**src/rtl/alu_pkg.sv**
```systemverilog
// alu_pkg: shared ALU op encoding, RV32 decode constants and issue-stage record.
package alu_pkg;

    localparam int AluXLen = 32;

    typedef enum logic [2:0] {
        ALU_ADD = 3'd0,
        ALU_SUB = 3'd1,
        ALU_AND = 3'd2,
        ALU_OR  = 3'd3,
        ALU_SLT = 3'd4
    } alu_op_e;

    // Branches resolve on the zero flag alone: BEQ/BGE take on zero, BNE/BLT on non-zero.
    typedef enum logic [1:0] {
        BR_NONE  = 2'd0,
        BR_ZERO  = 2'd1,
        BR_NZERO = 2'd2
    } br_kind_e;

    localparam logic [6:0] OPC_OP     = 7'b0110011;
    localparam logic [6:0] OPC_OP_IMM = 7'b0010011;
    localparam logic [6:0] OPC_BRANCH = 7'b1100011;

    localparam logic [2:0] F3_ADD = 3'b000;
    localparam logic [2:0] F3_SLT = 3'b010;
    localparam logic [2:0] F3_OR  = 3'b110;
    localparam logic [2:0] F3_AND = 3'b111;

    localparam logic [2:0] F3_BEQ = 3'b000;
    localparam logic [2:0] F3_BNE = 3'b001;
    localparam logic [2:0] F3_BLT = 3'b100;
    localparam logic [2:0] F3_BGE = 3'b101;

    typedef struct packed {
        logic [AluXLen-1:0] a;
        logic [AluXLen-1:0] b;
        alu_op_e            op;
        br_kind_e           br_kind;
        logic               illegal;
    } s1_t;

endpackage

```
**src/rtl/alu_decoder.sv**
```systemverilog
// alu_decoder: combinational RV32 OP/OP-IMM/BRANCH decode to ALU op, operand-B source and branch kind.
module alu_decoder
    import alu_pkg::*;
(
    input  logic [31:0]        instr_i,
    output alu_op_e            op_o,
    output logic               use_imm_o,
    output logic [AluXLen-1:0] imm_o,
    output br_kind_e           br_kind_o,
    output logic               illegal_o
);

    logic [6:0] opc;
    logic [2:0] f3;
    logic       arith_ok;
    logic       br_ok;
    alu_op_e    arith_op;
    logic       unused_fields;

    assign opc           = instr_i[6:0];
    assign f3            = instr_i[14:12];
    assign arith_ok      = f3 inside {F3_ADD, F3_AND, F3_OR, F3_SLT};
    assign br_ok         = f3 inside {F3_BEQ, F3_BNE, F3_BLT, F3_BGE};
    assign arith_op      = f3 == F3_AND ? ALU_AND : f3 == F3_OR ? ALU_OR : f3 == F3_SLT ? ALU_SLT : ALU_ADD;
    assign imm_o         = {{(AluXLen-12){instr_i[31]}}, instr_i[31:20]};
    assign unused_fields = ^{instr_i[19:15], instr_i[11:7]};

    // Anything outside the three supported opcode/funct3 groups decodes as illegal ADD.
    always_comb begin
        op_o      = ALU_ADD;
        use_imm_o = 1'b0;
        br_kind_o = BR_NONE;
        illegal_o = 1'b1;
        if (opc == OPC_OP && arith_ok) begin
            illegal_o = 1'b0;
            op_o      = (f3 == F3_ADD && instr_i[30]) ? ALU_SUB : arith_op;
        end else if (opc == OPC_OP_IMM && arith_ok) begin
            illegal_o = 1'b0;
            op_o      = arith_op;
            use_imm_o = 1'b1;
        end else if (opc == OPC_BRANCH && br_ok) begin
            illegal_o = 1'b0;
            op_o      = (f3 == F3_BEQ || f3 == F3_BNE) ? ALU_SUB : ALU_SLT;
            br_kind_o = (f3 == F3_BEQ || f3 == F3_BGE) ? BR_ZERO : BR_NZERO;
        end
    end

endmodule

```
**src/rtl/alu_issue.sv**
```systemverilog
// alu_issue: two-stage issue/capture front end around an external combinational ALU.
// Define ALU_ISSUE_PERF_EN to add retired-result and input-stall counters.
module alu_issue
    import alu_pkg::*;
#(
    parameter int XLen = AluXLen,
    parameter int NOps = 5,
    localparam int NOpsWidth = $clog2(NOps)
) (
    input  logic                 clk_i,
    input  logic                 rst_ni,
    input  logic                 in_valid_i,
    output logic                 in_ready_o,
    input  logic [31:0]          instr_i,
    input  logic [XLen-1:0]      rs1_data_i,
    input  logic [XLen-1:0]      rs2_data_i,
    output logic [XLen-1:0]      alu_a_o,
    output logic [XLen-1:0]      alu_b_o,
    output logic [NOpsWidth-1:0] alu_control_o,
    input  logic [XLen-1:0]      alu_result_i,
    input  logic                 alu_zero_i,
    output logic                 out_valid_o,
    input  logic                 out_ready_i,
    output logic [XLen-1:0]      out_result_o,
    output logic                 out_branch_taken_o,
    output logic                 out_illegal_o
`ifdef ALU_ISSUE_PERF_EN
    ,
    output logic [31:0]          perf_retired_o,
    output logic [31:0]          perf_stall_o
`endif
);

    alu_op_e             dec_op;
    logic                dec_use_imm;
    logic [AluXLen-1:0]  dec_imm;
    br_kind_e            dec_br_kind;
    logic                dec_illegal;
    s1_t                 s1_d, s1_q;
    logic                s1_valid_q;
    logic                s2_valid_q;
    logic [XLen-1:0]     out_result_q;
    logic                out_taken_q;
    logic                out_illegal_q;
    logic                s1_advance;
    logic                accept;
    logic                taken;

    alu_decoder u_dec (
        .instr_i  (instr_i),
        .op_o     (dec_op),
        .use_imm_o(dec_use_imm),
        .imm_o    (dec_imm),
        .br_kind_o(dec_br_kind),
        .illegal_o(dec_illegal)
    );

    assign s1_advance = !s2_valid_q || out_ready_i;
    assign in_ready_o = !s1_valid_q || s1_advance;
    assign accept     = in_valid_i && in_ready_o;

    // Illegal encodings issue as 0+0 so a clean zero result still flows downstream.
    always_comb begin
        s1_d.a       = dec_illegal ? '0 : rs1_data_i;
        s1_d.b       = dec_illegal ? '0 : dec_use_imm ? dec_imm : rs2_data_i;
        s1_d.op      = dec_op;
        s1_d.br_kind = dec_br_kind;
        s1_d.illegal = dec_illegal;
    end

    assign taken = s1_q.br_kind == BR_ZERO ? alu_zero_i : s1_q.br_kind == BR_NZERO ? !alu_zero_i : 1'b0;

    // Issue stage: holds the ALU operands until the capture stage can take the result.
    always_ff @(posedge clk_i or negedge rst_ni) begin
        if (!rst_ni) begin
            s1_valid_q <= 1'b0;
            s1_q       <= '0;
        end else begin
            if (accept) s1_q <= s1_d;
            s1_valid_q <= accept || (s1_valid_q && !s1_advance);
        end
    end

    // Capture stage: latches ALU result and branch decision, held under backpressure.
    always_ff @(posedge clk_i or negedge rst_ni) begin
        if (!rst_ni) begin
            s2_valid_q    <= 1'b0;
            out_result_q  <= '0;
            out_taken_q   <= 1'b0;
            out_illegal_q <= 1'b0;
        end else if (s1_valid_q && s1_advance) begin
            s2_valid_q    <= 1'b1;
            out_result_q  <= alu_result_i;
            out_taken_q   <= taken;
            out_illegal_q <= s1_q.illegal;
        end else if (out_ready_i) begin
            s2_valid_q <= 1'b0;
        end
    end

    assign alu_a_o            = s1_q.a;
    assign alu_b_o            = s1_q.b;
    assign alu_control_o      = NOpsWidth'(s1_q.op);
    assign out_valid_o        = s2_valid_q;
    assign out_result_o       = out_result_q;
    assign out_branch_taken_o = out_taken_q;
    assign out_illegal_o      = out_illegal_q;

`ifdef ALU_ISSUE_PERF_EN
    logic [31:0] retired_q, stall_q;

    // Free-running wrap-around counters of completed outputs and stalled input cycles.
    always_ff @(posedge clk_i or negedge rst_ni) begin
        if (!rst_ni) begin
            retired_q <= '0;
            stall_q   <= '0;
        end else begin
            if (out_valid_o && out_ready_i) retired_q <= retired_q + 32'd1;
            if (in_valid_i && !in_ready_o) stall_q <= stall_q + 32'd1;
        end
    end

    assign perf_retired_o = retired_q;
    assign perf_stall_o   = stall_q;
`endif

endmodule

```
**config.mk**
```make
export PLATFORM = sky130hd
export DESIGN_NAME = alu_issue
export DESIGN_NICKNAME = d
export VERILOG_FILES = /design/src/rtl/alu_pkg.sv /design/src/rtl/alu_decoder.sv /design/src/rtl/alu_issue.sv
export SDC_FILE = /design/constraint.sdc
export NUM_CORES = 1
export LEC_CHECK = 0
export ABC_CLOCK_PERIOD_IN_PS = 1300
export CORE_MARGIN = 2
export CORE_UTILIZATION = 31
export CTS_BUF_LIST = sky130_fd_sc_hd__clkbuf_16
export DETAILED_ROUTE_END_ITERATION = 7
export PLACE_DENSITY = 0.68
export SLEW_MARGIN = 30
export SYNTH_ARGS = -nofsm -noshare
export SYNTH_HDL_FRONTEND = slang
export SYNTH_HIERARCHICAL = 1
export SYNTH_SLANG_ARGS = --single-unit
```
**constraint.sdc**
```tcl
create_clock -name clk_i -period 1.3 [get_ports clk_i]
set_input_delay 0.195 -clock clk_i [delete_from_list [all_inputs] [get_ports clk_i]]
set_output_delay 0.195 -clock clk_i [all_outputs]
set_load 0.02 [all_outputs]
```
==> impl_metrics.ini, run 1 <==
[yosys]
yosysSeqAreaShare_pct = 47.16
synth_cells = 457
synth.area.top_cells = dfrtp_1 47%, mux2_2 20%, buf_4 13%
syn_nets = 590
synth_top_area_share_pct = 47.16
avgSynthCellArea_um2 = 12.31
syn_area_mm2 = 0.005624
synth_top_area_cell = dfrtp_1
synthDistinctLibCells = 31
yosys_warnings = 6
yosys_register_bits = 106

[placement]
post-dp-hpwl_um = 9412
portBuffers = 225
gp_congestion = 0.7971

[power]
ir_worst_vdd_uv = 599.3
p_sw_share_pct = 26.24
p_sw_w = 0.002188
seq_power_share_pct = 42.9
power.density_mw_per_mm2 = 932.4
p_leak_nw = 4.326
internal_power_w = 0.006153
pwr-share-comb_pct = 23.4
power_w = 0.008341
pwr-share-clk_pct = 33.7

[run_status]
violations = negative setup slack
status = finished, violations left

[final_layout]
nNetsFinal = 786
area_delta_synth_final_pct = 59.07
n_fill_cell = 1570
drive_gt1_share_pct = 34.55
diodes = 0
final_cell_mix = 111 x clkdlybuf4s50_1, 105 x dfrtp_1, 84 x dlygate4sd2_1, 64 x mux2_4, 40 x mux2_2
layout_commonest_cell = clkdlybuf4s50_1

[critical_path]
arrival_ns = 1.75
cp-start-kind = input pin
crit_fanout = 8
crit_type = in -> reg
rr_startpoint = out_valid_o$_DFFE_PN0P_
crit_path_end_kind = register
timing.rr.end = alu_b_o[16]$_DFFE_PN0P_
rrSetupSlack_ns = -0.16
r2r_cells = 5
required_ns = 1.54

[timing]
finalHoldViolCount = 0
finClkSkew_ns = 0.01120
layout_setup_ws_ns = -0.2163
rsz0062_at_grt = yes
fmax_mhz = 659.5
hold_slack_ns = 0.2569
setup_violations = 102
report.final.slew_viol_count = 0
min_period_over_period_pct = 116.6
slew_headroom_pct = 81.14
min_period_ns = 1.516
worstMarginPinSlew_ns = 0.2829

[clocking]
clock_latency_ns = 0.35
path_clk_slew_ns = 0.08
cts_buffer_depth = 2
cts_tree = done
cts_root_buffer = clkbuf_16
cts.sinks = 106
cts_made_buffers = 9
ctsHtreeMaxLevel = 3

[global_route]
grt_max_degree = 52
grt_pass1_wl_um = 23600
grt_overflow_total = 0
antenna_found_initial = 0
grt_usage_pct = 15.66
grt_pass1_vias = 4159

[detailed_routing]
vias_per_cell = 4.450
wire_per_inst_um = 17.70
route.vias.total = 3943
drc_errors = 0
first_iter_violations = 90
postRouteAntennaNets = 0
drtPass1Iterations = 4
drt-total-wl_um = 15680

[die]
core_mm2 = 0.01790
initial_core_util_pct = 31.42
die_x_um = 138.7
row_count = 49
fp.dieArea_mm2 = 0.01924
ios = 236
die_h_um = 138.7

[run]
cap_violations = 0

[hold_path]
hold_class = in -> async
==> area by class of cell <==
cell class	instances	area [µm²]	area share (%)
clock buffer	9	225.2	2.517
clock inverter	6	76.32	0.8531
multi-input combinational	231	2371	26.50
sequential	106	2654	29.66
tap	229	286.5	3.203
timing repair buffer	305	3333	37.26
==> power by group through the flow <==
| stage | clock network [W] | registers, W | logic, W |
|---|---|---|---|
| finish | 0.00281 | 0.00358 | 0.00195 |
| global route | 0.00306 | 0.00361 | 0.00206 |
| CTS | 0.00291 | 0.00358 | 0.00188 |
| detailed placement | 0 | 0.00365 | 0.00172 |
| global placement | 0 | 0.00364 | 0.00170 |
| floorplan | 0 | 0.00386 | 0.000586 |
==> repair_timing <==
| action | CTS | global route |
|---|---|---|
| cloned | 15 | 4 |
| hold buffers | 1 | 0 |
| buffers inserted | 32 | 10 |
| resized for setup | 208 | 64 |
| pin swaps | 20 | 14 |
| endpoints found under the setup margin | 206 | 117 |
| hold endpoints to repair | 13 | 0 |
==> layer usage <==
layer / global-route usage (%) / vias up / part of all wire [%] / routed length, µm
li1: - / 1830 / - / -
met1: 19.50 / 1941 / 43 / 6737
met2: 26.92 / 157 / 49 / 7674
met3: 3.867 / 15 / 6.2 / 974
met4: 4.838 / 0 / 1.9 / 294
met5: 0 / - / 0 / 0
==> synthesized netlist by cell type <==
master	instances
dfrtp_1	106
mux2_2	102
buf_4	100
nor2_1	34
mux2i_1	32
nor2b_1	32
buf_6	13
buf_2	6
nand2b_1	4
a21oi_1	3
nand2_1	3
mux2_1	2
o21ai_0	2
a211o_2	1
and3_1	1
and4bb_2	1
clkbuf_1	1
nand2_2	1
nand2_4	1
nand2b_2	1
nand2b_4	1
nand3_1	1
nand3b_1	1
nand3b_4	1
nand4bb_1	1
nor3_1	1
nor3b_1	1
nor4bb_1	1
or2_2	1
or4b_1	1
xor2_1	1
==> state kept, by name (all words and copies together), names as in the netlist <==
register	count
out_valid_o	1
alu_a_o	32
out_branch_taken_o	1
alu_b_o	32
s1_q	3
out_result_o	32
out_illegal_o	1
alu_control_o	3
s1_valid_q	1
==> critical path, stage by stage <==
cell and delay, ns:
buf_6 0.09, or2_4 0.24, a21oi_4 0.13, nor3b_4 0.25, buf_6 0.15, buf_12 0.14, mux2i_2 0.22, nor2_1 0.06
mux2_4 0.26
==> metrics by stage <==
stage / area [µm²] / cells / util (%) / setup TNS (ns) / worst slack (ns)
2_1_floorplan: 5741 / 457 / - / -11.49 / -0.3053
3_3_place_gp: 7707 / 824 / 43.05 / -59.65 / -0.8784
3_5_place_dp: 7707 / 824 / 43.05 / -63.61 / -0.9457
4_1_cts: 8801 / 883 / 49.16 / -13.22 / -0.2773
5_1_grt: 8946 / 886 / 49.97 / -14.45 / -0.2809
6_report: 8946 / 886 / 49.97 / -9.417 / -0.2163
==> kinds of logic (layout without fill, tap and decap cells) <==
family	count (synthesis)	count (layout)	synth area share [%]
AOI/OAI and AO/OA	6	6	0.6229
buffers and inverters	120	320	16.55
muxes	136	136	26.52
xor gates and xnor gates	1	1	0.1558
and+or+nand+nor	88	88	8.988
DFF	106	106	47.16
==> how the worst max path moves through the flow <==
stage	start	to	slack (ns)	cells past startpoint
final	instr_i[14]	alu_b_o[17]$_DFFE_PN0P_	-0.22	9
after global placement	instr_i[12]	alu_b_o[26]$_DFFE_PN0P_	-0.88	8
after detailed placement	instr_i[14]	alu_b_o[17]$_DFFE_PN0P_	-0.95	8
after CTS	instr_i[14]	alu_b_o[17]$_DFFE_PN0P_	-0.28	10
after floorplan	instr_i[12]	alu_b_o[1]$_DFFE_PN0P_	-0.31	8
after global routing	instr_i[14]	alu_b_o[8]$_DFFE_PN0P_	-0.28	9
No activity file was read; power rests on OpenSTA's default activity.
==> run 2: changes to the inputs <==
--- a/config.mk
+++ b/config.mk
@@ -5,14 +5,13 @@
 export SDC_FILE = /design/constraint.sdc
 export NUM_CORES = 1
 export LEC_CHECK = 0
-export ABC_CLOCK_PERIOD_IN_PS = 1300
+export ABC_CLOCK_PERIOD_IN_PS = 1340
 export CORE_MARGIN = 2
-export CORE_UTILIZATION = 31
+export CORE_UTILIZATION = 37
 export CTS_BUF_LIST = sky130_fd_sc_hd__clkbuf_16
 export DETAILED_ROUTE_END_ITERATION = 7
-export PLACE_DENSITY = 0.68
+export PLACE_DENSITY = 0.81
 export SLEW_MARGIN = 30
 export SYNTH_ARGS = -nofsm -noshare
 export SYNTH_HDL_FRONTEND = slang
-export SYNTH_HIERARCHICAL = 1
 export SYNTH_SLANG_ARGS = --single-unit
==> constraint.sdc (replaced) <==
create_clock -name clk_i -period 1.34 [get_ports clk_i]
set_input_delay 0.201 -clock clk_i [delete_from_list [all_inputs] [get_ports clk_i]]
set_output_delay 0.201 -clock clk_i [all_outputs]
set_load 0.02 [all_outputs]
==> run 2 against run 1 <==
- the flow still finishes with violations (negative setup slack)
- design area fell by 12%
- power decreased by 7.7%
- clock power shrank 7%
- setup slack improved by 0.12 ns
- synthesized cell count decreased by 13%
- utilization is 12 points higher
- critical path type is now reg -> reg
==> impl_metrics.ini, run 2 <==
[power]
pwr-share-clk_pct = 34.1
power.density_mw_per_mm2 = 978.0
seq_power_share_pct = 45.0
p_sw_w = 0.001998
p_sw_share_pct = 25.94
p_leak_nw = 3.960
ir_worst_vdd_uv = 542.0
pwr-share-comb_pct = 20.9
power_w = 0.007703
internal_power_w = 0.005705

[critical_path]
cp-start-kind = register
crit_chain = nand3b_1, buf_6, buf_8, nand2_8, buf_12, a22o_1
crit_type = reg -> reg
crit_path_end_kind = register
slowest_delay_ns = 0.40
arrival_ns = 1.65
slowest_stage = dfrtp_2
crit_fanout = 5
crit_family = buffers and inverters
crit_buf_inv = 3
rrSetupSlack_ns = -0.09
required_ns = 1.56

[timing]
finClkSkew_ns = 0.006563
min_period_over_period_pct = 106.8
slew_headroom_pct = 61.06
worstMarginPinSlew_ns = 0.5831
hold_slack_ns = 0.3109
fmax_mhz = 698.5
min_period_ns = 1.432
finalHoldViolCount = 0
layout_setup_ws_ns = -0.09154
report.final.slew_viol_count = 0
rsz0062_at_grt = yes
setup_violations = 101

[yosys]
synth-edff-count = 0
synthTopCellsByCount = 106 x dfrtp_1, 67 x buf_4, 41 x nand2_1
yosys_warnings = 0
syn_area_mm2 = 0.004873
avgSynthCellArea_um2 = 12.21
synth.area.top_cells = dfrtp_1 54%, buf_4 10%, mux2_2 7.6%
syn_nets = 532
synth_top_area_cell = dfrtp_1
synth_cells = 399
ys.flop_type = dfrtp_1
yosysSeqAreaShare_pct = 54.43
yosysMostFrequentCell = dfrtp_1
synth_top_area_share_pct = 54.43
synthDistinctLibCells = 37
async_reset_ff_share_pct = 100.0
yosys_register_bits = 106

[die]
die_h_um = 118.8
row_count = 41
die_x_um = 118.8
ios = 236
initial_core_util_pct = 38.31
fp.dieArea_mm2 = 0.01411
core_mm2 = 0.01272

[final_layout]
final_cell_mix = 110 x clkdlybuf4s50_1, 107 x dlygate4sd2_1, 105 x dfrtp_1, 35 x nand2_1, 34 x o21ai_2
drive_gt1_share_pct = 26.74
nNetsFinal = 730
diodes = 0
layout_commonest_cell = clkdlybuf4s50_1
area_delta_synth_final_pct = 61.62

[global_route]
antenna_found_initial = 0
grt_max_degree = 40
grt_usage_pct = 20.25
grt_overflow_total = 0
grt_pass1_wl_um = 22390
grt_pass1_vias = 4122

[clocking]
cts.sinks = 106
cts_buffer_depth = 2
clock_latency_ns = 0.34
ctsHtreeMaxLevel = 3
cts_made_buffers = 9
path_clk_slew_ns = 0.07
cts_tree = done
cts_root_buffer = clkbuf_16

[detailed_routing]
postRouteAntennaNets = 0
drtPass1Iterations = 4
vias_per_cell = 4.815
drt-total-wl_um = 14180
route.vias.total = 3727
drc_errors = 0
wire_per_inst_um = 18.31
first_iter_violations = 146

[placement]
portBuffers = 225
post-dp-hpwl_um = 9692
gp_congestion = 0.7732
dp_slack_ns = -0.6001

[run_status]
status = finished, violations left
violations = negative setup slack

[hold_path]
hold_class = in -> async

[run]
cap_violations = 0
[run 2: changes by cell type in the layout (fill, tap and decap cells not counted), moves of 5 or more]
cell | before | now
clkdlybuf4s15_1 | 18 | 3
buf_6 | 20 | 4
buf_4 | 27 | 18
nor2b_1 | 32 | 1
mux2_4 | 64 | 0
buf_12 | 15 | 10
mux2_2 | 40 | 33
dlygate4sd2_1 | 84 | 107
nor2_1 | 34 | 3
nand2_1 | 2 | 35
a22o_1 | 0 | 32
o21ai_2 | 0 | 34
[run 2: layer usage]
| layer | global-route usage (%) | up-vias | wire (µm) |
|---|---|---|---|
| li1 | - | 1727 | - |
| met1 | 24.16 | 1840 | 5742 |
| met2 | 36.49 | 150 | 7354 |
| met3 | 5.550 | 10 | 947 |
| met4 | 3.943 | 0 | 131 |
| met5 | 0 | - | 0 |
[run 2: repair_timing]
action	CTS	global route
gates cloned	11	4
hold buffers	1	0
setup endpoints to repair	191	72
pin swaps	9	26
resized for setup	189	16
setup buffers	7	1
hold endpoints to repair	19	0
[run 2: path summary, 6_finish.rpt]
kind / from / depth (start not counted) / end
setup / recovery: out_valid_o$_DFFE_PN0P_ / 6 / alu_a_o[3]$_DFFE_PN0P_
hold / removal: rst_ni / 2 / out_result_o[9]$_DFFE_PN0P_
setup reg to reg: out_valid_o$_DFFE_PN0P_ / 6 / alu_a_o[3]$_DFFE_PN0P_
hold reg to reg: out_branch_taken_o$_DFFE_PN0P_ / 2 / out_branch_taken_o$_DFFE_PN0P_
max in group asynchronous: rst_ni / 3 / alu_control_o[1]$_DFFE_PN0P_
min in group clk_i: instr_i[13] / 3 / s1_q[1]$_DFFE_PN0P_
[run 2: layout make-up]
type                    count  area (µm²)
repair buffers            274        2909
multi-input cells         204        1798
fillers                  1060        4846
well taps                 172       215.2
clock buffers               9       225.2
flip-flops and latches    106        2654
inverters                   2       7.507
clock inverters             7       67.56
[run 2: cells by family after synthesis]
kind of cell,count (synthesis),synth area share (%)
AOI/OAI and AO/OA,78,11.63
DFF,106,54.43
buffers and inverters,90,13.45
and+or+nand+nor,59,6.111
xor gates and xnor gates,1,0.1798
muxes,65,14.20
[run 2: stage by stage]
stage               utilization, %  setup TNS [ns]  area, µm²  instances
finish                       61.91          -5.156       7876        774
global route                 61.91          -10.20       7876        774
CTS                          60.97          -3.091       7756        769
detailed placement           55.06          -43.72       7004        734
global placement             55.06          -41.72       7004        734
floorplan                        -          -9.117       4912        399
[run 2: power by group through the flow]
| stage | combinational (W) | sequential, W | clock (W) |
|---|---|---|---|
| after floorplan | 0.000396 | 0.00374 | 0 |
| after global placement | 0.00152 | 0.00352 | 0 |
| after detailed placement | 0.00155 | 0.00354 | 0 |
| after CTS | 0.00158 | 0.00347 | 0.00268 |
| after global routing | 0.00171 | 0.00349 | 0.00284 |
| final | 0.00161 | 0.00347 | 0.00262 |
